## src/rtl/audio_tone_env_gen_pkg.sv

```systemverilog
// Shared audio constants: PWM bit resolution, envelope state encodings and default widths.
// The PWM output stage uses the same BITRES so that frame boundaries line up.
package audio_tone_env_gen_pkg;

    localparam int BITRES       = 4;
    localparam int PERIOD_W_DEF = 16;
    localparam int SUST_W_DEF   = 8;
    localparam int DECAY_W_DEF  = 4;

    typedef enum logic [1:0] {
        ENV_IDLE    = 2'd0,
        ENV_SUSTAIN = 2'd1,
        ENV_DECAY   = 2'd2
    } env_state_t;

    // Square-wave gating of the envelope amplitude.
    function automatic logic [BITRES-1:0] tone_gate(input logic phase, input logic [BITRES-1:0] amp);
        return phase ? amp : {BITRES{1'b0}};
    endfunction

endpackage

```

## src/rtl/audio_tone_divider.sv

```systemverilog
// Square-wave phase generator: phase toggles every `period` enabled clocks.
// A period of zero holds the phase high (DC tone).
module audio_tone_divider
    import audio_tone_env_gen_pkg::*;
#(
    parameter int PERIOD_W = PERIOD_W_DEF
) (
    input  logic                clk,
    input  logic                resetn,
    input  logic                en,
    input  logic                restart,
    input  logic [PERIOD_W-1:0] period,
    output logic                phase
);

    localparam logic [PERIOD_W-1:0] CNT_ZERO = {PERIOD_W{1'b0}};
    localparam logic [PERIOD_W-1:0] CNT_ONE  = {{(PERIOD_W-1){1'b0}}, 1'b1};

    logic [PERIOD_W-1:0] half_cnt_r;
    logic                phase_r;
    logic                last_s;

    // >= rather than == keeps the counter bounded whatever the period value.
    assign last_s = (half_cnt_r >= (period - CNT_ONE));

    // Half-period counter and phase flip-flop; restart always begins a fresh high half.
    always_ff @(posedge clk or negedge resetn) begin
        if (!resetn) begin
            half_cnt_r <= CNT_ZERO;
            phase_r    <= 1'b0;
        end else if (restart) begin
            half_cnt_r <= CNT_ZERO;
            phase_r    <= 1'b1;
        end else if (en) begin
            if (period == CNT_ZERO) begin
                half_cnt_r <= CNT_ZERO;
                phase_r    <= 1'b1;
            end else if (last_s) begin
                half_cnt_r <= CNT_ZERO;
                phase_r    <= ~phase_r;
            end else begin
                half_cnt_r <= half_cnt_r + CNT_ONE;
            end
        end
    end

    assign phase = phase_r;

endmodule

```

## src/rtl/audio_tone_env_gen.sv

```systemverilog
// Sound-effect voice: square-wave tone with a sustain + linear-decay envelope.
// pulsewidth is reloaded only on PWM frame wraps so no PWM frame is ever torn.
module audio_tone_env_gen
    import audio_tone_env_gen_pkg::*;
#(
    parameter int PERIOD_W = PERIOD_W_DEF,
    parameter int SUST_W   = SUST_W_DEF,
    parameter int DECAY_W  = DECAY_W_DEF
) (
    input  logic                clk,
    input  logic                resetn,
    input  logic                start,
    input  logic                stop,
    input  logic [PERIOD_W-1:0] tone_period,
    input  logic [BITRES-1:0]   volume,
    input  logic [SUST_W-1:0]   sustain,
    input  logic [DECAY_W-1:0]  decay_rate,
    output logic [BITRES-1:0]   pulsewidth,
    output logic                busy,
    output logic                frame_tick
);

    localparam logic [BITRES-1:0]  FRAME_ONE = {{(BITRES-1){1'b0}}, 1'b1};
    localparam logic [BITRES-1:0]  FRAME_MAX = {BITRES{1'b1}};
    localparam logic [BITRES-1:0]  FRAME_PRE = FRAME_MAX - FRAME_ONE;
    localparam logic [BITRES-1:0]  AMP_ZERO  = {BITRES{1'b0}};
    localparam logic [BITRES-1:0]  AMP_ONE   = {{(BITRES-1){1'b0}}, 1'b1};
    localparam logic [SUST_W-1:0]  SUST_ONE  = {{(SUST_W-1){1'b0}}, 1'b1};
    localparam logic [DECAY_W-1:0] DIV_ZERO  = {DECAY_W{1'b0}};
    localparam logic [DECAY_W-1:0] DIV_ONE   = {{(DECAY_W-1){1'b0}}, 1'b1};

    logic [BITRES-1:0]   frame_cnt_r;
    logic                frame_tick_r;
    env_state_t          state_r, state_s;
    logic [BITRES-1:0]   amp_r, amp_s;
    logic [SUST_W-1:0]   sust_cnt_r, sust_cnt_s;
    logic [DECAY_W-1:0]  div_cnt_r, div_cnt_s;
    logic [DECAY_W-1:0]  decay_r, decay_s;
    logic [PERIOD_W-1:0] period_r, period_s;
    logic [BITRES-1:0]   pulsewidth_r;
    logic                busy_r;
    logic                phase_s;

    audio_tone_divider #(
        .PERIOD_W (PERIOD_W)
    ) u_divider (
        .clk     (clk),
        .resetn  (resetn),
        .en      (busy_r),
        .restart (start),
        .period  (period_r),
        .phase   (phase_s)
    );

    // Envelope next-state: start beats stop, and both beat the frame-tick step.
    always_comb begin
        state_s    = state_r;
        amp_s      = amp_r;
        sust_cnt_s = sust_cnt_r;
        div_cnt_s  = div_cnt_r;
        decay_s    = decay_r;
        period_s   = period_r;
        if (start) begin
            state_s    = ENV_SUSTAIN;
            amp_s      = volume;
            sust_cnt_s = sustain;
            decay_s    = decay_rate;
            period_s   = tone_period;
        end else if (stop) begin
            state_s = ENV_IDLE;
            amp_s   = AMP_ZERO;
        end else if (frame_tick_r) begin
            case (state_r)
                ENV_SUSTAIN: begin
                    // sustain of 0 or 1 both leave at the first tick
                    if (sust_cnt_r <= SUST_ONE) begin
                        state_s   = ENV_DECAY;
                        div_cnt_s = decay_r;
                    end else begin
                        sust_cnt_s = sust_cnt_r - SUST_ONE;
                    end
                end
                ENV_DECAY: begin
                    if (div_cnt_r != DIV_ZERO) begin
                        div_cnt_s = div_cnt_r - DIV_ONE;
                    end else if (amp_r <= AMP_ONE) begin
                        state_s = ENV_IDLE;
                        amp_s   = AMP_ZERO;
                    end else begin
                        amp_s     = amp_r - AMP_ONE;
                        div_cnt_s = decay_r;
                    end
                end
                ENV_IDLE: begin
                    amp_s = AMP_ZERO;
                end
                default: begin
                    state_s = ENV_IDLE;
                    amp_s   = AMP_ZERO;
                end
            endcase
        end else begin
            state_s = state_r;
        end
    end

    // Frame counter, envelope registers and registered outputs.
    always_ff @(posedge clk or negedge resetn) begin
        if (!resetn) begin
            frame_cnt_r  <= {BITRES{1'b0}};
            frame_tick_r <= 1'b0;
            state_r      <= ENV_IDLE;
            amp_r        <= AMP_ZERO;
            sust_cnt_r   <= {SUST_W{1'b0}};
            div_cnt_r    <= DIV_ZERO;
            decay_r      <= DIV_ZERO;
            period_r     <= {PERIOD_W{1'b0}};
            pulsewidth_r <= AMP_ZERO;
            busy_r       <= 1'b0;
        end else begin
            frame_cnt_r  <= frame_cnt_r + FRAME_ONE;
            frame_tick_r <= (frame_cnt_r == FRAME_PRE);
            state_r      <= state_s;
            amp_r        <= amp_s;
            sust_cnt_r   <= sust_cnt_s;
            div_cnt_r    <= div_cnt_s;
            decay_r      <= decay_s;
            period_r     <= period_s;
            busy_r       <= (state_s != ENV_IDLE);
            // frame_tick_r is high exactly on the max->0 wrap edge; sample pre-edge amp/phase
            if (frame_tick_r) begin
                pulsewidth_r <= tone_gate(phase_s, amp_r);
            end
        end
    end

    assign pulsewidth = pulsewidth_r;
    assign busy       = busy_r;
    assign frame_tick = frame_tick_r;

endmodule

```

## config.mk

```make
export PLATFORM = sky130hd
export DESIGN_NAME = audio_tone_env_gen
export DESIGN_NICKNAME = d
export VERILOG_FILES = /design/src/rtl/audio_tone_env_gen_pkg.sv /design/src/rtl/audio_tone_divider.sv /design/src/rtl/audio_tone_env_gen.sv
export SDC_FILE = /design/constraint.sdc
export NUM_CORES = 1
export LEC_CHECK = 0
export ABC_AREA = 1
export CELL_PAD_IN_SITES_DETAIL_PLACEMENT = 0
export CELL_PAD_IN_SITES_GLOBAL_PLACEMENT = 1
export CORE_MARGIN = 10
export CORE_UTILIZATION = 35
export CTS_CLUSTER_DIAMETER = 60
export DETAILED_ROUTE_END_ITERATION = 7
export PLACE_DENSITY = 0.66
export SLEW_MARGIN = 20
export SYNTH_ARGS = -nofsm -noshare
export SYNTH_HDL_FRONTEND = slang
export SYNTH_SLANG_ARGS = --single-unit
export TNS_END_PERCENT = 10
```

## constraint.sdc

```tcl
create_clock -name clk -period 3.05 [get_ports clk]
set_input_delay 0.61 -clock clk [delete_from_list [all_inputs] [get_ports clk]]
set_output_delay 0.61 -clock clk [all_outputs]
set_load 0.01 [all_outputs]
```

### Yosys cells after proc, flatten, opt, wreduce, memory -nomap -nowiden

Index checks and enable logic that the tools add are counted.

| cells by class | value |
|---|---|
| add/sub/neg operators | 6 |
| order comparisons | 3 |
| eq/ne operators | 9 |
| muxes and demuxes | 31 |
| bitwise logic cells | 3 |
| reductions and logical operators | 14 |

Operator list:

| operator | count |
|---|---|
| $mux 16 | 4 |
| $mux 8 | 5 |
| $mux 4 | 9 |
| $add 16x1->16 const B | 1 |
| $ge 16x16->1 | 1 |
| $logic_not 16->1 | 1 |
| $pmux 4 s2 | 2 |
| $sub 16x1->16 const B | 1 |
| $mux 2 | 6 |
| $reduce_bool 2->1 | 5 |
| $le 8x1->1 const B | 1 |
| $sub 4x1->4 const B | 2 |
| $sub 8x1->8 const B | 1 |
| $ne 2x2->1 const B | 3 |
| $ne 3x3->1 const B | 2 |
| $pmux 2 s3 | 1 |
| $reduce_and 6->1 | 1 |
| $reduce_bool 3->1 | 2 |
| $add 4x1->4 const B | 1 |
| $eq 4x4->1 const B | 1 |
| $le 4x1->1 const B | 1 |
| $mux 1 | 4 |
| $ne 4x4->1 const B | 1 |
| $reduce_and 4->1 | 1 |
| other kinds (7) | 9 |

| storage, ports and cells | value |
|---|---|
| flip-flop bits (word level) | 65 |
| bits of input ports | 36 |
| output and inout bits | 6 |
| word-level logic and storage cells | 78 |

### Longest topological paths before layout

Gate-level depths: netlist (run 1).

| logic depth | value |
|---|---|
| depth in word-level cells | 8 |
| depth in mapped cells | 18 |
| depth with buffers taken out | 17 |

### Cells and area by module

From an unflattened synthesis (run 1), not the netlist that was laid out.

| unflattened totals | value |
|---|---|
| cells, all modules | 551 |
| area total of the unflattened synthesis | 4,200.3 um^2 |

By module, submodules not included:

| module | instances | cells each | area an instance (um^2) | sequential area each (um^2) |
|---|---|---|---|---|
| audio_tone_env_gen | 1 | 308 | 2,499.9 | 1,201.2 |
| audio_tone_divider | 1 | 243 | 1,700.4 | 425.4 |

### Worst setup path before layout (run 1)

OpenSTA, ideal clock, no wires.

| timing | value |
|---|---|
| kind | flip-flop to flip-flop |
| from | register period_r[0] |
| to | register u_divider.half_cnt_r[8] |
| setup time | 0.121 ns |
| arrival time | 2.328 ns |
| required time | 2.929 ns |
| path slack | 0.601 ns |
| stages on the path, launching flop included | 19 |
| buffers on the path | 1 |
| clock period less this slack | 2.449 ns |
| cell sequence | dfrtp_1 inv_1 ha_1 nand2_1 nor2_2 nand3_1 nor2_1 nand3_1 xor2_1 inv_1 ha_1 nand4_1 a21oi_1 nor2_1 nand3_2 nand2_1 inv_2 buf_6 nor2_1 |

| between the ends | value |
|---|---|
| longest elaborated chain between the ends | 6 |
| elaborated cells between the ends (all ways) | 7 |
| classes of those cells | add/sub: 1; order compare: 1; mux: 4; reduce/logical: 1 |

RTL lines:

| item | line | RTL |
|---|---|---|
| start: declaration | audio_tone_env_gen.sv:39 | `logic [PERIOD_W-1:0] period_r, period_s;` |
| start signal: assignment | audio_tone_env_gen.sv:117 | `period_r <= {PERIOD_W{1'b0}};` |
| start signal: assignment | audio_tone_env_gen.sv:128 | `period_r <= period_s;` |
| $sub 16x1->16 | audio_tone_divider.sv:24 | `assign last_s = (half_cnt_r >= (period - CNT_ONE));` |
| $ge 16x16->1 | audio_tone_divider.sv:24 |  |
| $mux 16 | audio_tone_divider.sv:38 | `end else if (last_s) begin` |
| $mux 16 * | audio_tone_divider.sv:35 | `if (period == CNT_ZERO) begin` |
| $mux 16 * | audio_tone_divider.sv:34 | `end else if (en) begin` |
| $mux 16 * | audio_tone_divider.sv:31 | `end else if (restart) begin` |
| end signal: assignment | audio_tone_divider.sv:42 | `half_cnt_r <= half_cnt_r + CNT_ONE;` |
| end: declaration | audio_tone_divider.sv:19 | `logic [PERIOD_W-1:0] half_cnt_r;` |

Mark *: on every way between the ends. The rest lies on a longest branch, timed or not. The select of a mux whose other input is x is not followed.
A chain may end at the register's enable or synchronous reset.

### Worst setup path in the final report (run 1)

| timing | value |
|---|---|
| from | register period_r[0] |
| to | register u_divider.half_cnt_r[13] |

Same word-level chain as after synthesis.

==> results.py, run 1 <==
metrics = {
    "status": {
        "outcome": "finished clean",
    },
    "pwr": {
        "combPwrFrac_pct": 17.5,
        "p_seq_share_pct": 47.8,
        "ir_worst_vdd_uv": 250,
        "pwr_density_cell_mw_per_mm2": 437,
        "swShare_pct": 29.5,
        "power_mw": 2.03,
        "clock_power_share_pct": 34.7,
        "leakage_nw": 2.18,
        "netSwitchingPower_uw": 599,
        "internal-power_mw": 1.43,
    },
    "drt": {
        "drcViolationCount": 0,
        "avgRoutedWirePerCell_um": 13.5,
        "viasPerCell": 4.70,
        "wl_um": 9340,
        "vias": 3254,
        "wl_met1_um": 4230,
        "met3_length_um": 348,
        "postRouteAntennaNets": 0,
        "dr.max_layer_used": "met4",
        "drtIter0Drc": 157,
        "wl_met2_um": 4520,
        "dr.pass1.iters": 4,
    },
    "cts": {
        "cts.sinks": 65,
        "cts_tree": "built",
        "cts_root_buf": "clkbuf_8",
        "path_clk_slew_ps": 80,
        "worstSkewPairLatency_ps": 360,
        "htreeDepth": 3,
        "clk_path_buf_depth": 2,
        "cts_buffers": 9,
        "hold_buffers": 0,
    },
    "hold_path": {
        "min_path_type": "in2async",
    },
    "timing": {
        "period_needed_ps": 2670,
        "rsz0062_at_grt": "no",
        "tightest_slew_ps": 570,
        "finalHoldViolCount": 0,
        "slew_viol_final": 0,
        "fin_skew_ps": 11.0,
        "slew_headroom_pct": 62.0,
        "fin_crit_sh_pct": 87.4,
        "final.setup.tns_ps": 0,
        "finalSetupViolCount": 0,
        "fmax_ghz": 0.375,
    },
    "grt": {
        "grt_pass1_wl_um": 15600,
        "grt_antenna_before_repair": 0,
        "grt_usage_pct": 12.2,
        "grt_max_degree": 33,
        "grt_pass1_vias": 3264,
        "overflow": 0,
    },
    "floorplan": {
        "coreArea_mm2": 0.0108,
        "dieWidth_um": 125,
        "start_util_pct": 35.8,
        "ios": 42,
        "die-area_mm2": 0.0157,
        "placementRows": 38,
        "die_h_um": 125,
    },
    "cells_and_area": {
        "antenna_cells": 0,
        "drive_gt1_share_pct": 6.70,
        "syn_to_final_growth_pct": 19.4,
        "final_cell_mix": "129 x nand2_1, 66 x inv_1, 65 x dfrtp_1",
        "nFillCells": 1140,
        "final_common_cell": "nand2_1",
        "final_nets": 609,
    },
    "yosys": {
        "synthSimpleGateAreaFrac_pct": 25.7,
        "synth.area.top_cells": "dfrtp_1 42%, nand2_1 12%, ha_1 8.1%",
        "synth_area_mm2": 0.00388,
        "syn_area_per_cell_um2": 7.76,
        "muxShareOfSynthArea_pct": 0,
        "synth_top_area_share_pct": 41.9,
        "ys_seq_area_share_pct": 41.9,
        "synth_top_family_by_area": "simple AND/OR/NAND/NOR gates",
        "synth_cell_type_count": 30,
        "synth_fa_ha_area_share_pct": 8.06,
        "synth_xor_xnor_area_share_pct": 6.32,
        "synth_compound_area_share_pct": 10.5,
        "yosys_warnings": 0,
        "synthCells": 500,
        "synth_area_leader_cell": "dfrtp_1",
        "synth-seq-cells": 65,
        "synth_fp_nets": 561,
    },
    "placement": {
        "gp_congestion": 0.841,
        "dp.final_hpwl_um": 7250,
        "io_buffers": 41,
    },
    "worst_setup_path": {
        "crit_required_ps": 3290,
        "worst-r2r-setup-slack_ps": 380,
        "r2r_cells": 17,
        "worstPathArrival_ps": 2900,
        "r2r-start": "period_r[0]$_DFFE_PN0P_",
        "critPathLaunchType": "register",
        "path_class": "reg2reg",
        "reg2reg_to": "u_divider.half_cnt_r[13]$_DFFE_PN0P_",
        "crit_fanout": 13,
        "endpoint_kind": "register",
    },
    "run": {
        "cap_violations": 0,
    },
}
## cells in the mapped netlist, drive strengths merged
| master | count |
|---|---|
| a21oi | 15 |
| a31oi | 1 |
| buf | 2 |
| clkbuf | 5 |
| dfrtp | 65 |
| ha | 25 |
| inv | 68 |
| nand2 | 131 |
| nand3 | 28 |
| nand3b | 1 |
| nand4 | 6 |
| nor2 | 57 |
| nor3 | 7 |
| nor3b | 1 |
| o211ai | 7 |
| o21ai | 48 |
| o21bai | 2 |
| o31ai | 1 |
| or2 | 2 |
| xnor2 | 4 |
| xor2 | 24 |
## repair_timing
item                                    CTS  global route
resized for setup                         0             2
endpoints found under the setup margin    0            13
buffers inserted                          0             0
## worst max-delay path, cell delays in order (launching register included)
cell and delay [ps]:
dfrtp_1 360, inv_1 100, ha_1 220, nand2_1 130
nor2_4 180, nand3_1 120, nor2_1 110, nand3_1 90
xor2_1 140, inv_1 60, ha_1 290, nand4_1 120
a21oi_1 140, nor2_1 60, nand3_2 110, nand2_1 110
inv_4 150, nor2_1 60
## layout make-up
cell class	count	area [µm²]	share of cell area (%)
Sequential cell	65	1630	35.1
Multi-Input combinational cell	360	1970	42.5
Clock buffer	13	169	3.65
Tap cell	140	175	3.78
Timing Repair Buffer	44	423	9.13
Clock inverter	2	12.5	0.270
Inverter	68	258	5.56
## flip-flops by register name, summed over array words and instances (netlist names), 2 cells and up
| name | count |
|---|---|
| frame_cnt_r | 4 |
| div_cnt_r | 4 |
| state_r | 2 |
| u_divider.half_cnt_r | 16 |
| pulsewidth | 4 |
| period_r | 16 |
| sust_cnt_r | 8 |
| decay_r | 4 |
| amp_r | 4 |
## worst max-delay path by stage
stage               slack [ps]                                   end  cells after the start                    start
floorplan                  600   u_divider.half_cnt_r[8]$_DFFE_PN0P_                     18  period_r[0]$_DFFE_PN0P_
global placement           380  u_divider.half_cnt_r[14]$_DFFE_PN0P_                     17  period_r[0]$_DFFE_PN0P_
detailed placement         270  u_divider.half_cnt_r[12]$_DFFE_PN0P_                     17  period_r[0]$_DFFE_PN0P_
finish                     380  u_divider.half_cnt_r[13]$_DFFE_PN0P_                     17  period_r[0]$_DFFE_PN0P_
CTS                        230  u_divider.half_cnt_r[13]$_DFFE_PN0P_                     17  period_r[0]$_DFFE_PN0P_
global route                30   u_divider.half_cnt_r[9]$_DFFE_PN0P_                     17  period_r[0]$_DFFE_PN0P_
## metal layers
layer | GRT usage, % | up-vias
met3 | 3.55 | 18
met4 | 6.64 | 0
li1 | - | 1686
met1 | 14.2 | 1502
met2 | 19.8 | 48
met5 | 0 | -
## stage by stage
stage               setup slack (ps)  hold WS, ps  util, %  cell area [µm²]  cells
global placement                 377          456     41.0             4440    677
finish                           384          228     42.7             4630    692
detailed placement               268          466     41.0             4440    677
global route                    32.4          237     42.7             4630    692
CTS                              231          222     42.7             4620    692
floorplan                        601          314        -             3880    500
## cells by family after synthesis
logic type / Yosys count
AOI/OAI and AO/OA: 74
xor gates and xnor gates: 28
adders and majority gates: 25
buffers and inverters: 75
DFF: 65
and+or+nand+nor: 233
## power by group through the flow
stage / clock (mW) / sequential [mW] / combinational (mW)
after floorplan: 0 / 0.974 / 0.226
after global placement: 0 / 0.984 / 0.355
after detailed placement: 0 / 0.985 / 0.360
after CTS: 0.738 / 0.969 / 0.362
after global routing: 0.767 / 0.977 / 0.412
final: 0.703 / 0.969 / 0.355
Power figures use the tool's default switching activity.
==> run 2: changes to the inputs <==
--- a/config.mk
+++ b/config.mk
@@ -11,9 +11,9 @@
 export CORE_MARGIN = 10
 export CORE_UTILIZATION = 35
 export CTS_CLUSTER_DIAMETER = 60
+export CTS_CLUSTER_SIZE = 12
 export DETAILED_ROUTE_END_ITERATION = 7
 export PLACE_DENSITY = 0.66
-export SLEW_MARGIN = 20
 export SYNTH_ARGS = -nofsm -noshare
 export SYNTH_HDL_FRONTEND = slang
 export SYNTH_SLANG_ARGS = --single-unit
==> results of run 2 <==
No change in the layout: final DEF, timing and power equal those of run 1.
==> run 3: changes to the inputs <==
==> constraint.sdc (replaced) <==
create_clock -name clk -period 2.79 [get_ports clk]
set_input_delay 0.558 -clock clk [delete_from_list [all_inputs] [get_ports clk]]
set_output_delay 0.558 -clock clk [all_outputs]
set_load 0.01 [all_outputs]
==> run 3 against run 2 <==
Effect of this change:
- hold slack worse by 43 ps
- count of clock-buffer cells in the layout decreased by 3
- critical path depth did not move
- non-clock buffer count unchanged
- critical path type unchanged
==> results.py, run 3 (synthesis gave the netlist of run 1 again) <==
metrics = {
    "timing": {
        "slew_headroom_pct": 63.7,
        "final.setup.tns_ps": 0,
        "tightest_slew_ps": 541,
        "rsz0062_at_grt": "no",
        "finalHoldViolCount": 0,
        "fmax_ghz": 0.407,
        "fin_crit_sh_pct": 88.2,
        "fin_ws_ps": 330,
        "slew_viol_final": 0,
        "period_needed_ps": 2460,
        "fin_skew_ps": 7.98,
        "finalSetupViolCount": 0,
    },
    "floorplan": {
        "die-area_mm2": 0.0157,
        "placementRows": 38,
        "coreArea_mm2": 0.0108,
        "dieWidth_um": 125,
        "die_h_um": 125,
        "start_util_pct": 35.8,
        "ios": 42,
    },
    "worst_setup_path": {
        "cp-startpoint": "period_r[0]$_DFFE_PN0P_",
        "worstPathArrival_ps": 2700,
        "critPathLaunchType": "register",
        "crit_fanout": 13,
        "crit_slowest_cell": "dfrtp_1",
        "crit_required_ps": 3030,
        "r2r-start": "period_r[0]$_DFFE_PN0P_",
        "reg2reg_to": "u_divider.half_cnt_r[13]$_DFFE_PN0P_",
        "path_cells": "inv_2 > ha_2 > nand2_1 > nor2_2 > nand3_1 > nor2_1 > nand3_1 > xor2_1 > inv_1 > ha_1 > nand4_1 > a21oi_1 > nor2_1 > nand3_2 > nand2_4 > inv_8 > nor2_1",
        "crit_top_cell": "nor2_1",
        "worst-r2r-setup-slack_ps": 330,
        "r2r_cells": 17,
        "endpoint_kind": "register",
        "path_class": "reg2reg",
        "cpPeakStageDelay_ps": 370,
    },
    "drt": {
        "avgRoutedWirePerCell_um": 13.2,
        "drcViolationCount": 0,
        "viasPerCell": 4.66,
        "vias": 3226,
        "postRouteAntennaNets": 0,
        "wl_um": 9170,
        "drtIter0Drc": 144,
        "dr.pass1.iters": 4,
    },
    "pwr": {
        "ir_worst_vdd_uv": 300,
        "leakage_nw": 2.21,
        "pwr_density_cell_mw_per_mm2": 499,
    },
    "placement": {
        "gp_congestion": 0.853,
        "placed_area_mm2": 0.00446,
        "io_buffers": 41,
        "dp.final_hpwl_um": 6940,
        "dp_slack_ps": 117,
    },
    "cts": {
        "cts_root_buf": "clkbuf_8",
        "worstSkewPairLatency_ps": 360,
        "clk_path_buf_depth": 2,
        "cts_buffers": 9,
        "htreeDepth": 3,
        "cts.sinks": 65,
        "path_clk_slew_ps": 70,
        "cts_tree": "built",
        "hold_buffers": 0,
    },
    "status": {
        "outcome": "finished clean",
    },
    "cells_and_area": {
        "final-seq-area_mm2": 0.00163,
        "final_common_cell": "nand2_1",
        "syn_to_final_growth_pct": 20.9,
        "final_nets": 609,
        "antenna_cells": 0,
        "final_cell_mix": "128 x nand2_1, 65 x inv_1, 65 x dfrtp_1",
        "reg.largest.list": "period_r (16), u_divider.half_cnt_r (16), sust_cnt_r (8)",
        "final_area_mm2": 0.00469,
        "multiInputGateArea_mm2": 0.00198,
        "nFillCells": 1100,
        "drive_gt1_share_pct": 7.41,
    },
    "grt": {
        "grt_usage_pct": 12.0,
        "overflow": 0,
        "grt_pass1_wl_um": 15500,
        "grt_max_degree": 66,
        "grt_antenna_before_repair": 0,
        "grt_pass1_vias": 3284,
    },
    "hold_path": {
        "min_path_type": "in2async",
    },
    "run": {
        "cap_violations": 0,
    },
}
==> run 3: area by class of cell <==
cell class / instances / share of cell area [%]
multi-input combinational: 360 / 42.2
sequential: 65 / 34.7
timing repair buffer: 44 / 9.28
inverter: 68 / 5.60
tap: 140 / 3.74
clock buffer: 10 / 2.72
clock inverter: 6 / 1.76
==> run 3: timing repair <==
| action | 4_1_cts | 5_1_grt |
|---|---|---|
| endpoints found under the setup margin | 0 | 13 |
| hold endpoints to repair | 0 | 0 |
| setup buffers | 0 | 0 |
| gates resized for setup | 0 | 8 |
==> run 3: worst max path at each step <==
| stage | endpoint | slack (ps) | cells after the start |
|---|---|---|---|
| floorplan | u_divider.half_cnt_r[8]$_DFFE_PN0P_ | 340 | 18 |
| global placement | u_divider.half_cnt_r[15]$_DFFE_PN0P_ | 220 | 17 |
| detailed placement | u_divider.half_cnt_r[13]$_DFFE_PN0P_ | 120 | 17 |
| CTS | u_divider.half_cnt_r[13]$_DFFE_PN0P_ | 80 | 17 |
| global route | u_divider.half_cnt_r[13]$_DFFE_PN0P_ | 40 | 17 |
| finish | u_divider.half_cnt_r[13]$_DFFE_PN0P_ | 330 | 17 |
==> run 3: per-stage QoR <==
step	util, %	power (mW)	hold WS, ps	cells
after floorplan	-	1.31	262	500
after global placement	41.1	1.47	455	677
after detailed placement	41.1	1.47	461	677
after CTS	43.0	2.38	206	693
after global routing	43.3	2.49	229	693
final	43.3	2.34	185	693
==> run 3: layer usage <==
| metal | up-vias | share of wire [%] | track usage, % |
|---|---|---|---|
| li1 | 1687 | - | - |
| met1 | 1488 | 46 | 13.9 |
| met2 | 33 | 49 | 20.0 |
| met3 | 18 | 3.6 | 3.21 |
| met4 | 0 | 2.3 | 5.83 |
| met5 | - | 0 | 0 |
==> run 3: worst max-delay path: cells and delay by family, from the launching register on <==
| family | cells | cell delay (ps) |
|---|---|---|
| adder cells (fa/ha/maj) | 2 | 490 |
| AO/OA/AOI/OAI | 1 | 140 |
| XOR/XNOR | 1 | 130 |
| buffers and inverters | 3 | 230 |
| AND/OR/NAND/NOR | 10 | 980 |
| flip-flops | 1 | 370 |
==> run 3: where the power goes <==
group          switching (mW)  leakage (nW)  internal (mW)
combinational           0.226          1.29          0.167
sequential             0.0505         0.819           1.01
clock                   0.391         0.106          0.499
==> variant 1 (settings of run 1) <==
Set the package constant `BITRES` to 5 (it was 4).
--- a/src/rtl/audio_tone_env_gen_pkg.sv
+++ b/src/rtl/audio_tone_env_gen_pkg.sv
@@ -3,5 +3,5 @@
 package audio_tone_env_gen_pkg;
 
-    localparam int BITRES       = 4;
+    localparam int BITRES       = 5;
     localparam int PERIOD_W_DEF = 16;
     localparam int SUST_W_DEF   = 8;
Interface: changed (resized pulsewidth and volume); port bits go from 42 to 44. The function was not compared with the original's and may differ.
==> variant 1 against run 1 <==
Sequential share of layout area down 1.2 points; synthesized area up 6.8%; largest power group is now the clock network; wire length up 4.0%; global-route usage up 0.69 points; combinational power up 5.9%; largest cell class unchanged; setup slack worse by 9.0 ps; critical path type unchanged; critical path depth down 2; sequential cell count up 3; cell area up 8.4%; power up 20%.
==> variant 1: results (changes against run 1) <==
GRT
  • Vias in the first global route: 3489 (was 3264)
  • Met1 Use GR: 0.158 (was 0.142)
  • First-pass GRT wire length: 16900 um (was 15600 um)
  • M2 GR Usage: 0.207 (was 0.198)
  • Total track usage: 0.129 (was 0.122)
  • Pin count of the biggest net entering global routing: 40 (was 33)
  • Met3 Use GR: 0.0448 (was 0.0355)

Setup path
  • Reg2Reg Depth: 15 (was 17)
  • Critical path endpoint: u_divider.half_cnt_r[2]$_DFFE_PN0P_ (was u_divider.half_cnt_r[13]$_DFFE_PN0P_)
  • Crit-path max FO: 12 (was 13)
  • Crit path DAT: 2900 ps (about the same)

Cells and area
  • Sequential cell area: 1700 um2 (was 1630 um2)
  • # fillers: 1152 (was 1140)
  • Nets@finish: 628 (was 609)
  • Antenna diodes: 0 (unchanged)
  • Layout cells sized above 1: 0.0896 (was 0.0670)

Placement
  • HPWL after DPL: 7600 um (was 7250 um)
  • Placed instance area: 4730 um2 (was 4440 um2)
  • PortBufs: 43 (was 41)
  • Routability congestion estimate: 0.790 (was 0.841)

Route
  • Uppermost layer routed: met4 (unchanged)
  • M1 wire length: 4590 um (was 4230 um)
  • Starting DRT DRC Count: 193 (was 157)
  • Drt first pass iters: 4 (unchanged)
  • Met2 WL: 4580 um (was 4520 um)
  • Vias/cell: 4.70 (about the same)
  • Met3 WL post-DR: 398 um (was 348 um)
  • Post-Route WL: 9720 um (was 9340 um)

Yosys
  • Post-synth top cells: 131 x nand2_1, 68 x dfrtp_1, 64 x inv_1 (was 129 x nand2_1, 66 x inv_1, 65 x dfrtp_1)
  • Synth area leaders: dfrtp_1 41%, nand2_1 12%, ha_1 7.5%, xor2_1 6.1%, inv_1 5.8% (was dfrtp_1 42%, nand2_1 12%, ha_1 8.1%, inv_1 6.4%, o21ai_0 5.8%)
  • Post-Syn Nets: 579 (was 561)
  • Synth Warn #: 0 (unchanged)
  • Post-synthesis cell type count: 33 (was 30)
  • Sequential share of the synthesized area: 0.411 (was 0.419)

Power
  • Leakage power: 2.39 nW (was 2.18 nW)
  • Peak supply drop: 0.337 mV (was 0.250 mV)

STA
  • Hold Violations, Final: 0 (unchanged)
  • Setup Skew: 4.47 ps (was 11.0 ps)
  • Least-Margin Pin Slew: 733 ps (was 570 ps)

Clock tree
  • Worst-path clk slew: 50 ps (was 80 ps)
  • Clock latency at the later pin of the worst-skew pair: 340 ps (was 360 ps)
  • Clock Path Buffers: 2 (unchanged)
  • Clock root cell: clkbuf_16 (was clkbuf_8)

Run status
  • Status: complete, no violations (unchanged)

Hold path
  • Hold WC Path Type: in -> async (unchanged)
[variant 1: cell types whose count changed in the layout (fill, tap and decap cells not counted), sizes merged, moves of 3 or more]
cell	change
nand2	+7
xor2	+5
o21ai	-4
nor3	-3
a21oi	+3
dfrtp	+3
o211ai	-4
nand3	+4
nor2	+4
inv	-3
[variant 1: kinds of logic after synthesis]
group | Yosys count | synth area share
and+or+nand+nor | 247 | 0.279
buffers and inverters | 73 | 0.0712
AOI/OAI and AO/OA | 69 | 0.0896
DFF | 68 | 0.411
xor gates and xnor gates | 35 | 0.0740
adders and majority gates | 25 | 0.0755
[variant 1: critical path, stage by stage, from the launching register on]
cell and delay [ps]:
dfrtp_1 350, inv_1 140, ha_1 290, nand3_1 150, nor2_1 220, nand3_1 130, xor2_1 140, inv_1 50
ha_1 290, nand4_1 110, a21oi_1 130, nor2_1 80, nand3_4 110, nand2_4 70, inv_6 200, nor2_1 70
[variant 1: report_power, final]
group          leakage [nW]  switching (mW)  total (mW)  internal, mW
clock network         0.145           0.387        1.05         0.667
registers             0.868          0.0477        1.01         0.960
logic                  1.38           0.215       0.376         0.161
[variant 1: cell type report]
| cell class | instances | share of cell area |
|---|---|---|
| flip-flops and latches | 68 | 0.339 |
| well taps | 143 | 0.0356 |
| clock buffers | 12 | 0.0511 |
| repair buffers | 45 | 0.0892 |
| inverters | 66 | 0.0503 |
| clock inverters | 2 | 0.00698 |
| multi-input cells | 376 | 0.428 |
[variant 1: timing repair]
| action | CTS | global route |
|---|---|---|
| endpoints found under the setup margin | 0 | 1 |
| gates resized for setup | 0 | 1 |
| setup buffers | 0 | 0 |
[variant 1: stage by stage]
stage	setup slack, ps	hold slack (ps)	instances
floorplan	662	314	517
global placement	409	456	698
detailed placement	278	463	698
CTS	267	353	712
global route	58.7	382	712
finish	375	330	712
==> variant 2 (config.mk and constraints of run 1) <==
Without the edit above. Encoding of `env_state_t`: now one-hot (3 bits for 3 states).
--- a/src/rtl/audio_tone_env_gen_pkg.sv
+++ b/src/rtl/audio_tone_env_gen_pkg.sv
@@ -8,8 +8,8 @@
     localparam int DECAY_W_DEF  = 4;
 
-    typedef enum logic [1:0] {
-        ENV_IDLE    = 2'd0,
-        ENV_SUSTAIN = 2'd1,
-        ENV_DECAY   = 2'd2
+    typedef enum logic [2:0] {
+        ENV_IDLE    = 3'b001,
+        ENV_SUSTAIN = 3'b010,
+        ENV_DECAY   = 3'b100
     } env_state_t;
 
Check against the original RTL: same outputs for any inputs over 10 cycles, from zero or initial values and one cycle with resetn low; not proved beyond that.
==> variant 2 against run 1 <==
Die area increased by 4.9%; cell count increased by 3.8%; sequential power increased by 2%; critical path depth unchanged; cell area increased by 6.8%; via count increased by 2.5%; maximum frequency decreased by 0.56%; power increased by 17%; sequential cell count increased by 1; synthesized area increased by 5.9%; wire length increased by 1.7%; setup slack got worse by 15 ps; highest routed layer unchanged.
==> variant 2: results (changes against run 1) <==
Run status
  • Status: complete, no violations (unchanged)

Clock tree
  • Clock root cell: clkbuf_16 (was clkbuf_8)
  • CTS resizes: 0 (unchanged)
  • Clock Sinks: 66 (was 65)
  • Worst-path clk slew: 50 ps (was 80 ps)
  • Clock latency at the later pin of the worst-skew pair: 330 ps (was 360 ps)

Placement
  • PortBufs: 41 (unchanged)
  • Routability congestion estimate: 0.805 (was 0.841)
  • HPWL after DPL: 7320 um (was 7250 um)
  • Pre-CTS setup slack: 304 ps (was 268 ps)

Power
  • Peak supply drop: 0.317 mV (was 0.250 mV)
  • Leakage power: 2.34 nW (was 2.18 nW)

Cells and area
  • Top Registers: period_r x16, u_divider.half_cnt_r x16, sust_cnt_r x8 (unchanged)
  • Inverters: 74 (was 68)
  • # fillers: 1156 (was 1140)
  • Clock-cell share of area: 0.0589 (was 0.0392)
  • Nets@finish: 631 (was 609)
  • Clock buffer cells: 11 (was 13)
  • Layout cells sized above 1: 0.108 (was 0.0670)
  • Multi-input gate share of total cell area: 0.428 (was 0.425)
  • Non-clock buffers, area share: 0.0855 (was 0.0913)
  • Multi-input gates: 375 (was 360)
  • Sequential cell area: 1650 um2 (was 1630 um2)

Yosys
  • Synth area leaders: dfrtp_1 40%, nand2_1 12%, ha_1 7.6%, inv_1 6.6%, o21ai_0 5.7% (was dfrtp_1 42%, nand2_1 12%, ha_1 8.1%, inv_1 6.4%, o21ai_0 5.8%)
  • Post-synth top cells: 135 x nand2_1, 72 x inv_1, 65 x dfrtp_1 (was 129 x nand2_1, 66 x inv_1, 65 x dfrtp_1)
  • Sequential share of the synthesized area: 0.402 (was 0.419)
  • Synth Area in Compound Gates: 0.0932 (was 0.105)
  • Post-Syn Nets: 584 (was 561)
  • Synth Area in Adders: 0.0761 (was 0.0806)
  • Post-synthesis cell type count: 36 (was 30)
  • Xor and xnor area share after synthesis: 0.0597 (was 0.0632)
  • Multiplexer share of the synthesized area: 0 (unchanged)

GRT
  • Vias in the first global route: 3582 (was 3264)
  • First-pass GRT wire length: 16400 um (was 15600 um)
  • Total track usage: 0.122 (about the same)
  • Pin count of the biggest net entering global routing: 67 (was 33)

STA
  • Fin worst setup slack: 369 ps (was 384 ps)
  • Setup Skew: 5.77 ps (was 11.0 ps)
  • Least-Margin Pin Slew: 875 ps (was 570 ps)
  • Crit path time final: 2680 ps (was 2670 ps)
  • Hold Slack: 464 ps (was 228 ps)

Route
  • M1 wire length: 4200 um (was 4230 um)
  • Met3 WL post-DR: 360 um (was 348 um)
  • Starting DRT DRC Count: 220 (was 157)
  • Met2 WL: 4780 um (was 4520 um)
  • Vias/cell: 4.65 (was 4.70)
  • Avg WL per Cell: 13.2 um (was 13.5 um)

Setup path
  • Critical path endpoint: u_divider.half_cnt_r[2]$_DFFE_PN0P_ (was u_divider.half_cnt_r[13]$_DFFE_PN0P_)
[variant 2: cell types whose count changed in the layout (fill, tap and decap cells not counted), sizes merged, moves of 3 or more]
cell    change
o21ai       +4
inv         +6
o211ai      -7
nand3       +8
nand2       +8
nor2        -3
clkinv      +3
nand4       +5
[variant 2: per-layer routing]
metal  up-vias  track usage
met5         -            0
met4         0       0.0490
met3        11       0.0312
met2        42        0.209
met1      1522        0.143
li1       1761            -
[variant 2: report_power, final]
group	switching [mW]	internal, mW
Combinational	0.223	0.161
Sequential	0.0500	0.938
Clock	0.396	0.597
Total	0.669	1.70
[variant 2: cell families after synthesis]
family | Yosys count
and+or+nand+nor | 253
buffers and inverters | 82
AOI/OAI and AO/OA | 69
DFF | 66
xor gates and xnor gates | 28
adders and majority gates | 25
[variant 2: per-stage QoR]
step	area (um2)	total power [mW]	cells
global route	4950	2.51	718
finish	4950	2.37	718
floorplan	4110	1.25	523
global placement	4650	1.39	702
detailed placement	4650	1.40	702
CTS	4950	2.41	718
